### src/rtl/gps_clock_pkg.sv
// Shared GPS clock types: sync state encodings
// and the nominal system clock rate.
package gps_clock_pkg;

  localparam int CLK_HZ_DEF = 50_000_000;

  typedef enum logic [1:0] {
    ST_ACQUIRE  = 2'd0,
    ST_LOCKED   = 2'd1,
    ST_HOLDOVER = 2'd2,
    ST_FREERUN  = 2'd3
  } sync_state_t;

endpackage

### src/rtl/pps_interval_checker.sv
// Measures cycles between PPS pulses and
// classifies each pulse against the tolerance window.
module pps_interval_checker
  import gps_clock_pkg::*;
#(
  parameter int CLK_HZ  = CLK_HZ_DEF,
  parameter int PPS_TOL = 50000
) (
  input  logic clk,
  input  logic reset,
  input  logic pps_in,
  output logic pps_good,
  output logic pps_early,
  output logic pps_timeout
);

  localparam int W = $clog2(2 * CLK_HZ + 1);
  localparam logic [W-1:0] SAT = W'(2 * CLK_HZ);
  localparam logic [W-1:0] LO  = W'(CLK_HZ - PPS_TOL);
  localparam logic [W-1:0] HI  = W'(CLK_HZ + PPS_TOL);

  logic [W-1:0] ivl;

  always_ff @(posedge clk) begin
    if (reset) begin
      ivl <= SAT;
    end else if (pps_in) begin
      ivl <= '0;
    end else if (ivl != SAT) begin
      ivl <= ivl + 1'b1;
    end
  end

  // A saturated count means no valid reference edge yet
  assign pps_good = pps_in && (ivl != SAT)
                 && (ivl >= LO) && (ivl <= HI);
  assign pps_early   = pps_in && (ivl < LO);
  assign pps_timeout = (ivl > HI);

endmodule

### src/rtl/gps_sync_controller.sv
// Selects GPS PPS or backup tick as the seconds source
// and sequences acquire/lock/holdover/free-run.
module gps_sync_controller
  import gps_clock_pkg::*;
#(
  parameter int CLK_HZ     = CLK_HZ_DEF,
  parameter int PPS_TOL    = 50000,
  parameter int LOCK_COUNT = 3,
  parameter int HOLDOVER_S = 600
) (
  input  logic       clk,
  input  logic       reset,
  input  logic       pps_in,
  input  logic       backup_sec,
  input  logic       time_valid,
  output logic       sec_tick,
  output logic       load_time,
  output logic [1:0] sync_state,
  output logic       gps_lock,
  output logic       holdover
);

  localparam int GW = $clog2(LOCK_COUNT + 1);
  localparam int HW = $clog2(HOLDOVER_S + 1);
  localparam logic [GW-1:0] GOOD_LAST = GW'(LOCK_COUNT - 1);
  localparam logic [HW-1:0] HO_LAST   = HW'(HOLDOVER_S - 1);

  sync_state_t   state;
  logic [GW-1:0] good_cnt;
  logic [HW-1:0] ho_cnt;
  logic          time_fresh;
  logic          pps_good;
  logic          pps_early;
  logic          pps_timeout;

  pps_interval_checker #(
    .CLK_HZ  (CLK_HZ),
    .PPS_TOL (PPS_TOL)
  ) u_chk (
    .clk         (clk),
    .reset       (reset),
    .pps_in      (pps_in),
    .pps_good    (pps_good),
    .pps_early   (pps_early),
    .pps_timeout (pps_timeout)
  );

  assign sync_state = state;

  always_ff @(posedge clk) begin
    if (reset) begin
      state      <= ST_ACQUIRE;
      sec_tick   <= 1'b0;
      load_time  <= 1'b0;
      gps_lock   <= 1'b0;
      holdover   <= 1'b0;
      good_cnt   <= '0;
      ho_cnt     <= '0;
      time_fresh <= 1'b0;
    end else begin
      sec_tick  <= 1'b0;
      load_time <= 1'b0;
      // A time arriving with PPS belongs to the next second
      if (time_valid) begin
        time_fresh <= 1'b1;
      end else if (pps_in) begin
        time_fresh <= 1'b0;
      end
      unique case (state)
        ST_ACQUIRE: begin
          sec_tick <= backup_sec;
          if (pps_good && good_cnt == GOOD_LAST) begin
            if (time_fresh) begin
              state     <= ST_LOCKED;
              gps_lock  <= 1'b1;
              sec_tick  <= 1'b1;
              load_time <= 1'b1;
              good_cnt  <= '0;
            end
          end else if (pps_good) begin
            good_cnt <= good_cnt + 1'b1;
          end else if (pps_in) begin
            good_cnt <= '0;
          end
        end
        ST_LOCKED: begin
          if (pps_good) begin
            sec_tick  <= 1'b1;
            load_time <= time_fresh;
          end else if (pps_in) begin
            state    <= ST_ACQUIRE;
            gps_lock <= 1'b0;
            good_cnt <= '0;
          end else if (pps_timeout) begin
            state    <= ST_HOLDOVER;
            gps_lock <= 1'b0;
            holdover <= 1'b1;
            ho_cnt   <= '0;
          end
        end
        ST_HOLDOVER: begin
          sec_tick <= backup_sec;
          if (pps_in) begin
            state    <= ST_ACQUIRE;
            holdover <= 1'b0;
            good_cnt <= '0;
          end else if (backup_sec) begin
            ho_cnt <= ho_cnt + 1'b1;
            if (ho_cnt == HO_LAST) begin
              state    <= ST_FREERUN;
              holdover <= 1'b0;
            end
          end
        end
        ST_FREERUN: begin
          sec_tick <= backup_sec;
          if (pps_in) begin
            state    <= ST_ACQUIRE;
            good_cnt <= '0;
          end
        end
        default: begin
          state <= ST_ACQUIRE;
        end
      endcase
    end
  end

endmodule

### config.mk
export PLATFORM = sky130hd
export DESIGN_NAME = gps_sync_controller
export DESIGN_NICKNAME = d
export VERILOG_FILES = /design/src/rtl/gps_clock_pkg.sv /design/src/rtl/pps_interval_checker.sv /design/src/rtl/gps_sync_controller.sv
export SDC_FILE = /design/constraint.sdc
export NUM_CORES = 1
export LEC_CHECK = 0
export ABC_CLOCK_PERIOD_IN_PS = 2770
export BUFFER_PORTS_ARGS = -buffer_cell sky130_fd_sc_hd__buf_2
export CAP_MARGIN = 10
export CORE_ASPECT_RATIO = 1.5
export CORE_MARGIN = 4
export CORE_UTILIZATION = 50
export CTS_CLUSTER_DIAMETER = 50
export CTS_CLUSTER_SIZE = 14
export DETAILED_ROUTE_END_ITERATION = 6
export GPL_TIMING_DRIVEN = 0
export PLACE_DENSITY = 0.79
export SETUP_SLACK_MARGIN = 0.15
export SYNTH_ARGS = -nofsm -noshare
export SYNTH_HDL_FRONTEND = slang
export SYNTH_HIERARCHICAL = 1
export SYNTH_SLANG_ARGS = --single-unit
### constraint.sdc
create_clock -name clk -period 2.77 [get_ports clk]
set_input_delay 0.554 -clock clk [delete_from_list [all_inputs] [get_ports clk]]
set_output_delay 0.554 -clock clk [all_outputs]
set_load 0.005 [all_outputs]
==> impl_metrics.yaml <==
critical_path:
  cp-start-kind: "flop"
  max_stage_delay_ns: 0.53
  crit_arrival_ns: 2.87
  crit_family: "simple AND/OR/NAND/NOR gates"
  crit_chain: "or4b_4 > nor4_2 > and4_1 > buf_6 > nor4b_4 > nand4bb_1 > buf_6 > a21o_1 > or4_1 > a21oi_1"
  critPathMaxFanout: 7
  critPathBufInv: 2
  critPathSlowestCell: "or4b_4"
  crit_top_cell: "buf_6"
  critical_path_class: "reg -> reg"
  cp.required_ns: 3.01
  endpoint_kind: "flop"
synthesis:
  syn_avg_cell_area_um2: 8.37
  syn_nets: 306
  synth_area_um2: 2490
  synth_warnings: 6
  syn-instance-count: 297
finish:
  nNetsFinal: 331
  fin_area_um2: 2880
  drive_gt1_frac: 0.161
  nFillCells: 438
  area_delta_synth_final_pct: 16.0
  seqCellArea_um2: 927
  multi_input_area_um2: 1490
  diodes: 0
  utilization: 0.599
sta:
  whs_ns: 0.472
  fmax_mhz: 381
  hold_viol: 0
  worstMarginPinSlew_ns: 0.679
  timing.final.crit_share: 0.948
  slew_viol_final: 0
  rsz0062_at_grt: "yes"
  period_minus_slack_ns: 2.63
  finClkSkew_ns: 0.00769
  setup_viol_count_final: 0
  maxSlewHeadroom: 0.543
  final.setup.tns_ns: 0
clocking:
  clock_latency_ns: 0.30
  clkSinkCount: 46
  h-tree-depth: 2
  root_buffer: "clkbuf_8"
  cts_buffers: 5
  cts-hold-fix-buffers: 0
  cts_tree: "done"
  cts.path.max_buffers: 2
  clkTransAtPathRegs_ns: 0.09
route:
  drt-total-wl_mm: 5.43
  wire_per_inst_um: 14.0
  drt_iter0_drc: 164
  drc: 0
  via_per_inst: 5.73
  drtPass1Iterations: 5
  ant_nets: 0
  vias: 2228
global_routing:
  track_usage: 0.199
  grt_pass1_vias: 2228
  antenna_found_initial: 0
  grt_pass1_wl_mm: 9.71
  grt.overflow.total: 0
  grt_max_degree: 15
power:
  p_leak_nw: 1.03
  p_switching_mw: 0.301
  p_int_mw: 1.11
  power_density_nw_per_um2: 488
  seq_power_share: 0.495
  power_mw: 1.41
  peakVddDrop_mv: 0.290
  swShare: 0.214
  combPwrFrac: 0.071
  clockPowerShare: 0.435
job:
  cap_viol_max_count: 0
place:
  portBuffers: 10
  routabilityCongestion: 0.808
  dpl_cell_area_um2: 2620
  dp_hpwl_mm: 3.73
floorplanning:
  rows: 31
  start_util: 0.517
  ioPinCount: 11
  fp.dieArea_um2: 6190
  die_h_um: 94.4
  core-area_um2: 4810
  chipWidth_um: 65.6
hold_path:
  worstHoldPathType: "in -> reg"
status:
  status: "finished, final reports clean"
-- final timing paths --
| check | start | to | slack, ns | cells after the start |
|---|---|---|---|---|
| worst min-delay path | time_valid | time_fresh$_SDFFE_PP0P_ | 0.47 | 3 |
| worst max-delay path | u_chk/ivl[6]$_SDFFE_PP0N_ | ho_cnt[8]$_SDFFE_PP0P_ | 0.14 | 10 |
| worst min register to register | ho_cnt[1]$_SDFFE_PP0P_ | ho_cnt[1]$_SDFFE_PP0P_ | 0.49 | 2 |
| worst max register to register | u_chk/ivl[6]$_SDFFE_PP0N_ | ho_cnt[8]$_SDFFE_PP0P_ | 0.14 | 10 |
-- layer usage --
layer,global-route usage,part of all wire,vias up
met5,0,0,-
met4,0.100,0.027,0
met3,0.0357,0.029,11
met2,0.365,0.53,51
met1,0.213,0.41,1060
li1,-,-,1106
-- tightest hold or removal path: cells and delay by family --
kind	cells	cell delay (ns)
compound gates	1	0.04
buf+inv	1	0.09
simple gates	1	0.07
-- state kept, by name (all words and copies together), names as in the netlist --
register,cells
load_time,1
u_chk/ivl,27
holdover,1
ho_cnt,10
gps_lock,1
time_fresh,1
sync_state,2
sec_tick,1
good_cnt,2
-- layout by cell type, fill, tap and decap left out, types with 3 or more instances in the layout --
cell type / instances
o21bai_1: 15
a21oi_1: 11
ha_1: 4
nor3_1: 8
nand2_1: 20
nor2_1: 40
o21ai_0: 5
inv_1: 13
nor4_1: 6
clkbuf_8: 6
nor4bb_1: 3
nand2b_1: 3
buf_4: 9
nand3_1: 15
buf_6: 3
xnor2_1: 17
a211oi_1: 6
a31oi_1: 6
nand4_1: 9
buf_2: 11
dfxtp_1: 43
and4_1: 4
clkbuf_1: 6
xor2_1: 14
and3_1: 4
-- power by group through the flow --
stage | Sequential, mW | Clock, mW | Combinational, mW
finish | 0.696 | 0.611 | 0.0998
global route | 0.698 | 0.648 | 0.112
CTS | 0.694 | 0.623 | 0.0982
detailed placement | 0.710 | 0 | 0.0902
global placement | 0.710 | 0 | 0.0885
floorplan | 0.706 | 0 | 0.0682
-- cell type report --
| class | count | share of cell area |
|---|---|---|
| multi-input combinational | 224 | 0.516 |
| sequential | 46 | 0.322 |
| timing repair buffer | 18 | 0.0382 |
| clock buffer | 6 | 0.0286 |
| buffer | 14 | 0.0286 |
| tap | 66 | 0.0286 |
| clock inverter | 2 | 0.0208 |
| inverter | 13 | 0.0169 |
-- through the flow --
step / setup WS [ns] / instances
6_report: 0.144 / 389
5_1_grt: 0.00327 / 389
4_1_cts: 0.163 / 386
3_5_place_dp: -0.244 / 373
3_3_place_gp: -0.258 / 373
2_1_floorplan: 0.195 / 297
-- what timing repair did --
action,in CTS,in global routing
buffers inserted,5,3
setup endpoints to repair,13,14
resized for setup,11,9
pin swaps,5,1
No activity file was read; power rests on OpenSTA's default activity.
